<file path="config.mk">
export PLATFORM = sky130hd
export DESIGN_NAME = hiscore_ram_arbiter
export DESIGN_NICKNAME = d
export VERILOG_FILES = /design/src/rtl/hiscore_ram_arbiter.sv
export SDC_FILE = /design/constraint.sdc
export NUM_CORES = 1
export LEC_CHECK = 0
export BUFFER_PORTS_ARGS = -buffer_cell sky130_fd_sc_hd__buf_2
export CAP_MARGIN = 20
export CORE_ASPECT_RATIO = 0.7
export CORE_MARGIN = 3
export CORE_UTILIZATION = 43
export CTS_CLUSTER_DIAMETER = 40
export DETAILED_ROUTE_END_ITERATION = 8
export MAX_ROUTING_LAYER = met4
export PLACE_DENSITY = 0.77
export SLEW_MARGIN = 20
export SYNTH_ARGS = -nofsm -noshare
export SYNTH_HDL_FRONTEND = slang
export SYNTH_SLANG_ARGS = --single-unit
</file>
<file path="constraint.sdc">
create_clock -name clk -period 1.5 [get_ports clk]
set_input_delay 0.3 -clock clk [delete_from_list [all_inputs] [get_ports clk]]
set_output_delay 0.3 -clock clk [all_outputs]
set_load 0.01 [all_outputs]
</file>
<file path="src/rtl/hiscore_ram_arbiter.sv">
// Shares the work-RAM port between the main CPU and the hiscore engine with halt handshake and timeout.
// Optional macro HISCORE_VBLANK_ONLY_EN: the engine may only start a handover during vertical blank.
module hiscore_ram_arbiter #(
   parameter int unsigned AW      = 10,
   parameter int unsigned SETTLE  = 2,
   parameter int unsigned GUARD   = 2,
   parameter int unsigned TIMEOUT = 1024
) (
   input  logic          clk,
   input  logic          reset,
   input  logic [AW-1:0] cpu_addr,
   input  logic [7:0]    cpu_wdata,
   input  logic          cpu_we,
   output logic          cpu_pause,
   input  logic          cpu_halted,
   output logic [7:0]    cpu_rdata,
   input  logic          hs_req,
   input  logic [AW-1:0] hs_addr,
   input  logic [7:0]    hs_wdata,
   input  logic          hs_we,
   output logic          hs_gnt,
   output logic [7:0]    hs_rdata,
   input  logic          vblank,
   output logic [AW-1:0] ram_addr,
   output logic [7:0]    ram_wdata,
   output logic          ram_we,
   input  logic [7:0]    ram_rdata,
   output logic          busy,
   output logic          timeout_err
);

   localparam int unsigned CW = 4;
   localparam int unsigned TW = 16;

   typedef enum logic [1:0] {
      IDLE,
      HALT_REQ,
      GRANT,
      RELEASE
   } state_t;

   state_t        state;
   logic          armed;
   logic [CW-1:0] settle_cnt;
   logic [CW-1:0] guard_cnt;
   logic [TW-1:0] timeout_cnt;
   logic          start_ok;

`ifdef HISCORE_VBLANK_ONLY_EN
   assign start_ok = hs_req & armed & vblank;
`else
   logic unused_vblank;
   assign unused_vblank = vblank;
   assign start_ok      = hs_req & armed;
`endif

   // Handover sequencer; all status outputs are registered alongside the state.
   always_ff @(posedge clk or posedge reset) begin
      if (reset) begin
         state       <= IDLE;
         armed       <= 1'b1;
         settle_cnt  <= '0;
         guard_cnt   <= '0;
         timeout_cnt <= '0;
         cpu_pause   <= 1'b0;
         hs_gnt      <= 1'b0;
         busy        <= 1'b0;
         timeout_err <= 1'b0;
      end else begin
         case (state)
            IDLE: begin
               if (!hs_req) armed <= 1'b1;
               if (start_ok) begin
                  state       <= HALT_REQ;
                  cpu_pause   <= 1'b1;
                  busy        <= 1'b1;
                  settle_cnt  <= '0;
                  timeout_cnt <= '0;
               end
            end
            HALT_REQ: begin
               timeout_cnt <= timeout_cnt + TW'(1);
               settle_cnt  <= cpu_halted ? settle_cnt + CW'(1) : '0;
               // Grant beats timeout, timeout beats a withdrawn request.
               if (cpu_halted && (settle_cnt == CW'(SETTLE - 1))) begin
                  state       <= GRANT;
                  hs_gnt      <= 1'b1;
                  timeout_err <= 1'b0;
               end else if (timeout_cnt == TW'(TIMEOUT - 1)) begin
                  state       <= RELEASE;
                  guard_cnt   <= '0;
                  timeout_err <= 1'b1;
                  armed       <= 1'b0;
               end else if (!hs_req) begin
                  state     <= RELEASE;
                  guard_cnt <= '0;
               end
            end
            GRANT: begin
               if (!hs_req) begin
                  state     <= RELEASE;
                  hs_gnt    <= 1'b0;
                  guard_cnt <= '0;
               end
            end
            RELEASE: begin
               guard_cnt <= guard_cnt + CW'(1);
               if (guard_cnt == CW'(GUARD - 1)) begin
                  state     <= IDLE;
                  cpu_pause <= 1'b0;
                  busy      <= 1'b0;
               end
            end
            default: state <= IDLE;
         endcase
      end
   end

   // Port mux decoded from registered state only; no write path during handover.
   always_comb begin
      ram_addr  = cpu_addr;
      ram_wdata = cpu_wdata;
      ram_we    = cpu_we;
      case (state)
         GRANT: begin
            ram_addr  = hs_addr;
            ram_wdata = hs_wdata;
            ram_we    = hs_we;
         end
         HALT_REQ, RELEASE: ram_we = 1'b0;
         default: ;
      endcase
   end

   assign cpu_rdata = ram_rdata;
   assign hs_rdata  = ram_rdata;

endmodule

</file>
* After elaboration in Yosys (flattened, before gate mapping)
Cells that the tools add are included.
Storage, ports and cells: word-level logic and storage cells 70, output and inout bits 39, bits of input ports 51, flip-flop bits (word level) 30
Cells by class: reduce and logical (&&, ||, !) cells 15, eq/ne operators 13, muxes and demuxes 30, add/sub/neg operators 3, bitwise gates (word level) 1
Operators by type and width (count):
- $pmux W16 S2 | 1
- $mux W4 | 5
- $add A16 B1 Y16 const B | 1
- $eq A16 B10 Y1 const B | 1
- $mux W16 | 1
- $ne A2 B2 Y1 const B | 7
- $pmux W4 S3 | 1
- $mux W10 | 1
- $mux W2 | 5
- $mux W1 | 9
- $add A4 B1 Y4 const B | 2
- $eq A4 B1 Y1 const B | 2
- $mux W8 | 1
- $pmux W1 S2 | 4
- $pmux W2 S4 | 1
- $pmux W4 S2 | 1
- $reduce_and A2 Y1 | 4
- $reduce_bool A2 Y1 | 4
- $reduce_and A3 Y1 | 2
- $eq A2 B2 Y1 const B | 2
- $reduce_and A4 Y1 | 1
- $reduce_bool A3 Y1 | 1
- $eq A2 B1 Y1 const B | 1
- $logic_not A2 Y1 | 1
- other kinds (3) | 3

* Longest topological paths before layout
Gate-level depths: netlist of the first run.
depth after elaboration 4, depth in mapped cells 6, mapped depth without buffers 6

* Worst setup path before layout of the first run
Ideal clock, no wire load.
path type flip-flop to output port, start register state[1], end output ram_addr[0], path buffers 2, data required time 1.200 ns, stages on the path, launching flop included 5, slack 0.009 ns, arrival 1.191 ns, path through dfrtp_1 -> nor2b_1 -> buf_4 -> buf_6 -> mux2_2
Between the ends: word-level cells in the longest chain between the ends 2
RTL lines:
- from (decl) | line 42 | state_t state;
- from (signal assigned) | line 60 | state <= IDLE;
- from (signal assigned) | line 74 | state <= HALT_REQ;
- from (signal assigned) | line 86 | state <= GRANT;
- $eq A2 B2 Y1 | line 124 | case (state)
- $mux W10 | line 124
- to (decl) | line 24 | output logic [AW-1:0] ram_addr,
Every way passes these cells.

* Worst setup path in the final report of the first run
start register state[0], end output ram_wdata[0]
Between the ends: word-level cells in the longest chain between the ends 2
RTL lines:
- $eq A2 B2 Y1 | line 124
- $mux W8 | line 124
- to (decl) | line 25 | output logic [7:0] ram_wdata,
Every way passes these cells.

==> results.yml, run 1 <==
sta:
  setup_tns_ns: -5.098
  holdWs_ns: 0.02189
  timing_worst_slew_pin_value_ns: 0.4978
  setup_viol: 24
  relSlewSlack_pct: 66.78
  fin_crit_sh_pct: 118.9
  setup_slack_ns: -0.2829
  finalClockSkew_ns: 0.008588
  fin_crit_ns: 1.783
  fmax_ghz: 0.5609
  slew_viol_final: 0
  rsz0062_at_grt: "true"
  final_hold_viol_count: 0
clock_tree:
  clk_pin_slew_ns: 0.07
  clockRootBuffer: "clkbuf_8"
  cts_tree: "done"
  cts_buffers: 5
  clk_latency_ns: 0.29
  cts_buffer_depth: 2
  cts_num_sinks: 30
  hold_buffers: 0
  h-tree-depth: 2
routing:
  dr.pass1.iters: 4
  wl_per_cell_um: 16.32
  final_antenna_net_count: 0
  vias: 1756
  drc: 0
  drt-total-wl_mm: 5.223
  vias_per_cell: 5.488
  drt_first_iter_violations: 66
synthesis:
  synth.distinct_cells: 43
  yosys_warnings: 0
  synth_nets: 255
  synth_seq_area_share_pct: 37.82
  synth_ff_type: "dfrtp_1"
  async_flop_share_pct: 100.0
  yosysTopAreaCell: "dfrtp_1"
  synth_edf_count: 0
  synth_cells: 199
  synth_area_mm2: 0.001988
  avgSynthCellArea_um2: 9.991
  synth_area_leaders: "dfrtp_1 37%, mux2_2 10%, buf_4 6.8%"
  synth_seq_cells: 30
  synth_top_area_share_pct: 36.50
floorplan:
  rows: 20
  io_pins: 90
  core_area_mm2: 0.004404
  start_util_pct: 45.14
  die_y_um: 62.89
  die_width_um: 87.27
  dieArea_mm2: 0.005488
power:
  ir_worst_vdd_mv: 0.9492
  power_mw: 4.257
  leakagePower_nw: 1.288
  powerDensity_mw_per_mm2: 1597
final_layout:
  finish.instance_area_mm2: 0.002665
  antennaDiodeCount: 0
  area_delta_synth_final_pct: 34.05
  nets: 320
  drive_above_1_share_pct: 47.17
placement:
  place_ws_ns: -0.01344
  port_buffers: 64
  dp_hpwl_mm: 3.463
  gp_congestion: 0.8030
  place_area_mm2: 0.002323
worst_setup_path:
  reg2reg_to: "timeout_cnt[14]"
  critPathKind: "flop to output port"
  endpoint_kind: "output port"
  cp_max_fo: 6
  startpoint: "state[0]"
  worst-path-buf-inv: 2
  reg2regPathDepth: 6
  timing.rr.start: "state[0]"
  crit_top_cell: "buf_6"
  critPathTopFamily: "flip-flops"
  worstSetupPathDepth: 4
  crit_required_ns: 1.20
  startpoint_type: "flop"
  crit_path_cell_trace: "nor2b_4, buf_6, mux2_4, buf_6"
  cpMaxStageDelayCell: "dfrtp_1"
  reg2reg_slack_ns: -0.05
  arrival_ns: 1.48
  worstSetupEndpoint: "ram_wdata[0]"
  slowest_delay_ns: 0.41
global_routing:
  antenna_found_initial: 0
  grt.total_usage_pct: 20.19
  grt_max_degree: 20
  grt-ovfl-total: 0
  grt_pass1_wl_mm: 8.238
  first_global_vias: 1735
outcome:
  status: "finished, violations left"
  violations: "negative setup slack"
run:
  drv_cap: 0
min_path:
  timing.hold.worst.class: "input port to async pin"
[cell usage after synthesis, types with 5 or more instances]
library cell and count:
nor2_1 8, mux2_2 18, o21ai_0 17, buf_2 5
inv_1 8, o211ai_1 6, dfrtp_1 29, buf_4 18
nor2b_1 5, nand2_1 15, ha_1 5, o31ai_1 6
nand3_1 11, o22ai_1 5
[per-layer routing]
| metal | part of all wire, % | up-vias | global-route usage, % |
|---|---|---|---|
| li1 | - | 837 | - |
| met1 | 40 | 831 | 23.24 |
| met2 | 47 | 78 | 31.30 |
| met3 | 9.6 | 10 | 7.642 |
| met4 | 2.7 | 0 | 8.621 |
| met5 | 0 | - | - |
[where the power goes]
group	internal, mW	leakage [nW]	switching (mW)	total [mW]
Sequential	0.994	0.399	0.169	1.16
Combinational	1.33	0.844	1.14	2.47
Clock	0.321	0.0450	0.304	0.624
[worst register-to-register path, stage by stage, from the launching register on]
cell and delay, ns:
dfrtp_1 0.40, buf_4 0.24, nor2b_2 0.19, buf_4 0.17, nand4_4 0.14, o211ai_1 0.20
o31ai_1 0.10
[cells by family after synthesis]
logic type,after synthesis,share of synthesized area (%)
flip-flops,30,37.82
buffers and inverters,34,11.26
adder cells (fa/ha/maj),5,3.147
multiplexers,21,11.71
AO/OA/AOI/OAI,44,13.84
AND/OR/NAND/NOR,62,20.89
XOR/XNOR,3,1.322
[stage by stage]
stage	std cells	util (%)
2_1_floorplan	199	-
3_3_place_gp	309	52.76
3_5_place_dp	309	52.76
4_1_cts	319	59.74
5_1_grt	320	60.51
6_report	320	60.51
[worst min-delay path by stage]
stage / slack [ns] / startpoint / to / depth (start not counted)
detailed placement: 0.35 / reset / busy / 2
finish: 0.02 / reset / busy / 2
floorplan: 0.39 / reset / busy / 1
global route: 0.05 / reset / busy / 2
CTS: 0.02 / reset / busy / 2
global placement: 0.34 / reset / busy / 2
[flip-flops by register name (all words and copies together), names as in the netlist]
name / cells
settle_cnt: 4
timeout_cnt: 16
state: 2
hs_gnt: 1
timeout_err: 1
guard_cnt: 4
armed: 1
busy: 1
[repair_timing]
action	in CTS	in global routing
gates cloned	1	0
setup buffers	2	2
resized for setup	48	9
setup endpoints to repair	19	37
[cell type report]
type	count	area [um^2]
repair buffers	84	618.1
inverters	8	30.03
fillers	372	1739
flip-flops and latches	30	752.0
well taps	55	68.82
multi-input cells	135	1114
clock inverters	2	10.01
clock buffers	6	72.57
[cell usage in the layout (no fill, tap or decap), drive strengths merged, types with 2 or more instances in the layout]
cell type	n
nand3b	2
nand4bb	2
a31oi	3
a21oi	2
mux2i	3
inv	8
dfrtp	29
o211ai	6
clkinv	2
nand4	6
xnor2	2
nand3	13
o21ai	19
clkbuf	6
and3	2
ha	5
mux2	18
o31ai	6
nor2b	5
nand2b	2
buf	84
o22ai	5
nor2	8
nand2	15
Power figures use the tool's default switching activity.
==> run 2: changes to the inputs <==
--- a/config.mk
+++ b/config.mk
@@ -7,7 +7,7 @@
 export LEC_CHECK = 0
 export BUFFER_PORTS_ARGS = -buffer_cell sky130_fd_sc_hd__buf_2
 export CAP_MARGIN = 20
-export CORE_ASPECT_RATIO = 0.7
+export CORE_ASPECT_RATIO = 1.4
 export CORE_MARGIN = 3
 export CORE_UTILIZATION = 43
 export CTS_CLUSTER_DIAMETER = 40
==> results.yml, run 2 (synthesis results as in run 1) <==
power:
  swShare_pct: 37.68
  switching_power_mw: 1.666
  p_seq_share_pct: 26.4
  power_frac_comb_pct: 57.7
  clock_power_share_pct: 15.9
  ir_worst_vdd_mv: 0.9782
  internal-power_mw: 2.756
  powerDensity_mw_per_mm2: 1632
  leakagePower_nw: 1.300
worst_setup_path:
  reg2regPathDepth: 6
  critPathKind: "flop to output port"
  cp_max_fo: 5
  cpMaxStageDelayCell: "dfrtp_1"
  startpoint_type: "flop"
  reg2reg_slack_ns: -0.04
  slowest_delay_ns: 0.41
  endpoint_kind: "output port"
  arrival_ns: 1.53
  crit_required_ns: 1.20
  crit_top_cell: "buf_6"
  timing.rr.start: "state[0]"
  reg2reg_to: "timeout_cnt[12]"
  crit_path_cell_trace: "nor2b_4, buf_6, mux2_4, buf_6"
floorplan:
  io_pins: 90
  die_y_um: 86.46
  dieArea_mm2: 0.005487
  core_area_mm2: 0.004344
  start_util_pct: 45.77
  die_width_um: 63.47
  rows: 28
final_layout:
  drive_above_1_share_pct: 49.07
  largest-register: "timeout_cnt"
  largest_register_ff_count: 16
  finish.instance_area_mm2: 0.002710
  antennaDiodeCount: 0
  nets: 324
  area_delta_synth_final_pct: 36.31
  reg.largest.list: "timeout_cnt x16, guard_cnt x4, settle_cnt x4"
  layout_common_cells: "46 x buf_2, 29 x dfrtp_1, 23 x buf_6"
  fin_util_pct: 62.38
  final_common_cell: "buf_2"
global_routing:
  antenna_found_initial: 0
  grt_max_degree: 31
  grt-ovfl-total: 0
  grt.total_usage_pct: 20.38
  grt_pass1_wl_mm: 8.507
  first_global_vias: 1823
sta:
  rsz0062_at_grt: "true"
  timing_worst_slew_pin_value_ns: 0.3873
  setup_slack_ns: -0.3339
  setup_viol: 22
  fin_crit_ns: 1.834
  relSlewSlack_pct: 74.18
  holdWs_ns: 0.06897
  fin_crit_sh_pct: 122.3
  fmax_ghz: 0.5453
  finalClockSkew_ns: 0.008857
  final_hold_viol_count: 0
  slew_viol_final: 0
clock_tree:
  cts_num_sinks: 30
  cts_tree: "done"
  h-tree-depth: 2
  clockRootBuffer: "clkbuf_8"
  clk_pin_slew_ns: 0.07
  clk_latency_ns: 0.29
  cts_buffer_depth: 2
  cts_buffers: 5
  hold_buffers: 0
outcome:
  violations: "negative setup slack"
  status: "finished, violations left"
routing:
  wl_per_cell_um: 16.61
  drt-total-wl_mm: 5.466
  drt_first_iter_violations: 51
  drc: 0
  vias: 1763
  final_antenna_net_count: 0
  dr.pass1.iters: 4
  vias_per_cell: 5.359
run:
  drv_cap: 0
min_path:
  timing.hold.worst.class: "input port to async pin"
placement:
  gp_congestion: 0.7562
  dp_hpwl_mm: 3.409
  place_ws_ns: -0.01701
  port_buffers: 64
  place_area_mm2: 0.002317
## run 2: cell count changes in the layout (fill, tap and decap cells not counted), sizes merged
| cell | delta |
|---|---|
| buf | +4 |
| clkinvlp | +1 |
| clkinv | -1 |
## run 2: cell type report
cell class | count | area, um^2
fillers | 357 | 1634
multi-input cells | 135 | 1119
flip-flops and latches | 30 | 752.0
repair buffers | 88 | 639.4
clock buffers | 6 | 82.58
well taps | 60 | 75.07
inverters | 8 | 30.03
clock inverters | 2 | 12.51
## run 2: critical path, delay by kind of cell (launching register included)
kind,cells,cell delay [ns]
buf+inv,2,0.30
flops,1,0.41
mux,1,0.33
simple gates,1,0.21
## run 2: per-stage QoR
stage,std cells,total power [mW],setup TNS [ns]
finish,329,4.422,-5.550
global route,329,4.674,-6.925
detailed placement,314,2.974,-0.02931
CTS,324,4.146,-5.297
floorplan,199,2.466,0
global placement,314,2.915,0
## run 2: worst max path at each step
stage	startpoint	to	slack (ns)	cells after the start
finish	state[0]	ram_addr[1]	-0.33	4
global route	state[0]	ram_addr[1]	-0.37	4
CTS	state[0]	ram_addr[1]	-0.30	4
detailed placement	state[0]	ram_addr[1]	-0.02	4
global placement	state[0]	ram_addr[1]	0.01	4
floorplan	state[1]	ram_addr[0]	0.009	4
## run 2: what timing repair did
action | CTS | global route
buffers inserted | 0 | 6
setup endpoints to repair | 19 | 34
gates resized for setup | 43 | 17
pin swaps | 0 | 2
cloned | 2 | 0
## run 2: power by group through the flow
stage,logic [mW],registers (mW),clock network [mW]
after floorplan,1.28,1.19,0
after global placement,1.76,1.16,0
after detailed placement,1.81,1.17,0
after CTS,2.27,1.17,0.710
after global routing,2.73,1.20,0.753
final,2.55,1.17,0.703
## run 2: layer usage
| layer | global-route usage, % | wire length [um] | share of wire, % | vias to the layer above |
|---|---|---|---|---|
| met4 | 9.823 | 194 | 3.5 | 0 |
| met5 | - | 0 | 0 | - |
| met2 | 36.12 | 2969 | 54 | 33 |
| met3 | 4.021 | 161 | 2.9 | 16 |
| met1 | 21.58 | 2140 | 39 | 872 |
| li1 | - | - | - | 842 |
==> run 3: changes to the inputs <==
--- a/config.mk
+++ b/config.mk
@@ -5,15 +5,15 @@
 export SDC_FILE = /design/constraint.sdc
 export NUM_CORES = 1
 export LEC_CHECK = 0
-export BUFFER_PORTS_ARGS = -buffer_cell sky130_fd_sc_hd__buf_2
 export CAP_MARGIN = 20
 export CORE_ASPECT_RATIO = 1.4
 export CORE_MARGIN = 3
-export CORE_UTILIZATION = 43
+export CORE_UTILIZATION = 57
 export CTS_CLUSTER_DIAMETER = 40
 export DETAILED_ROUTE_END_ITERATION = 8
+export DONT_BUFFER_PORTS = 1
 export MAX_ROUTING_LAYER = met4
-export PLACE_DENSITY = 0.77
+export PLACE_DENSITY = 0.75
 export SLEW_MARGIN = 20
 export SYNTH_ARGS = -nofsm -noshare
 export SYNTH_HDL_FRONTEND = slang
==> constraint.sdc (replaced) <==
create_clock -name clk -period 1.61 [get_ports clk]
set_input_delay 0.322 -clock clk [delete_from_list [all_inputs] [get_ports clk]]
set_output_delay 0.322 -clock clk [all_outputs]
set_load 0.01 [all_outputs]
==> results.yml, run 3 (synthesis results as in run 1) <==
outcome:
  status: "finished, violations left"
  violations: "negative setup slack"
final_layout:
  largest_register_ff_count: 16
  nets: 252
  fin_util_pct: 66.05
  area_delta_synth_final_pct: 7.740
  antennaDiodeCount: 0
  layout_common_cells: "29 x dfrtp_1, 18 x mux2_4, 17 x o21ai_0"
  drive_above_1_share_pct: 28.21
  largest-register: "timeout_cnt"
  reg.largest.list: "timeout_cnt x16, guard_cnt x4, settle_cnt x4"
  final_common_cell: "dfrtp_1"
  num-fill-cells: 267
sta:
  fmax_ghz: 0.5927
  setup_slack_ns: -0.07707
  finalClockSkew_ns: 0.001439
  setup_viol: 18
  rsz0062_at_grt: "true"
  final_hold_viol_count: 0
  relSlewSlack_pct: 74.98
  timing_worst_slew_pin_value_ns: 0.3752
  slew_viol_final: 0
  fin_crit_ns: 1.687
  fin_crit_sh_pct: 104.8
worst_setup_path:
  reg2reg_slack_ns: 0.09
  arrival_ns: 1.37
  startpoint_type: "flop"
  endpoint_kind: "output port"
  crit_required_ns: 1.29
  cp_max_fo: 8
  critPathKind: "flop to output port"
clock_tree:
  cts_buffers: 5
  post_cts_buffers: 0
  clockRootBuffer: "clkbuf_8"
  h-tree-depth: 2
  cts_num_sinks: 30
  cts_buffer_depth: 2
  clk_latency_ns: 0.28
  hold_buffers: 0
  cts_tree: "done"
  clk_pin_slew_ns: 0.06
power:
  leakagePower_nw: 0.9499
  ir_worst_vdd_mv: 1.109
  powerDensity_mw_per_mm2: 1598
run:
  drv_cap: 0
floorplan:
  rows: 24
  die_y_um: 75.88
  dieArea_mm2: 0.004243
  core_area_mm2: 0.003243
  start_util_pct: 61.30
  io_pins: 90
  die_width_um: 55.92
routing:
  wl_per_cell_um: 19.67
  vias_per_cell: 6.261
  drt_first_iter_violations: 45
  dr.pass1.iters: 4
  drc: 0
  final_antenna_net_count: 0
  vias: 1465
  drt-total-wl_mm: 4.602
global_routing:
  grt.total_usage_pct: 23.22
  grt_max_degree: 31
  grt-ovfl-total: 0
  first_global_vias: 1453
  antenna_found_initial: 0
  grt_pass1_wl_mm: 7.272
placement:
  port_buffers: 0
  place_ws_ns: 0.08744
  dp_hpwl_mm: 3.477
  gp_congestion: 0.8393
min_path:
  timing.hold.worst.class: "input port to async pin"
## run 3: changes by cell type in the layout (fill, tap and decap cells not counted), moves of 2 or more
cell,previous run,this run
buf_2,46,0
o21ai_0,15,17
buf_6,23,2
buf_4,18,13
o21ai_1,4,2
## run 3: path summary, 6_finish.rpt
path	start	endpoint	cells past startpoint
setup reg to reg	state[1]	timeout_cnt[15]	5
min in group clk	cpu_halted	settle_cnt[1]	2
max in group asynchronous	reset	armed	2
setup / recovery	state[0]	ram_wdata[5]	3
hold / removal	reset	busy	2
hold reg to reg	timeout_cnt[5]	timeout_cnt[5]	1
## run 3: through the flow
stage	TNS, ns	hold WS, ns	std cells	instance area (um^2)	total power [mW]
2_1_floorplan	0	0.4121	199	1988	2.297
3_3_place_gp	0	0.3053	227	1956	2.543
3_5_place_dp	0	0.3088	227	1956	2.604
4_1_cts	-1.173	0.009325	234	2110	3.367
5_1_grt	-2.140	0.02118	234	2142	3.675
6_report	-1.067	0.003704	234	2142	3.423
## run 3: repair_timing
item,in CTS,in global routing
gates cloned,1,0
setup endpoints to repair,18,24
pin swaps,0,1
resized for setup,19,10
## run 3: power by group
group / total [mW] / internal (mW) / switching [mW]
registers: 1.11 / 0.926 / 0.185
logic: 1.73 / 0.861 / 0.865
clock network: 0.587 / 0.329 / 0.258
## run 3: layout make-up
class,instances,area (um^2),area share (%)
clock buffers,6,82.58,3.855
inverters,8,30.03,1.402
multi-input cells,135,1094,51.05
flip-flops and latches,30,752.0,35.11
well taps,39,48.80,2.278
repair buffers,16,135.1,6.308
## run 3: layer usage
| metal | global-route usage (%) | share of wire (%) | vias up |
|---|---|---|---|
| met2 | 38.03 | 51 | 42 |
| li1 | - | - | 700 |
| met4 | 7.124 | 2.1 | 0 |
| met1 | 27.96 | 41 | 711 |
| met5 | - | 0 | - |
| met3 | 6.949 | 5.8 | 12 |
## run 3: worst max-delay path, stage by stage, from the launching register on
cell and delay [ns]:
dfrtp_1 0.41, nor2b_4 0.18, buf_8 0.16, mux2_4 0.34
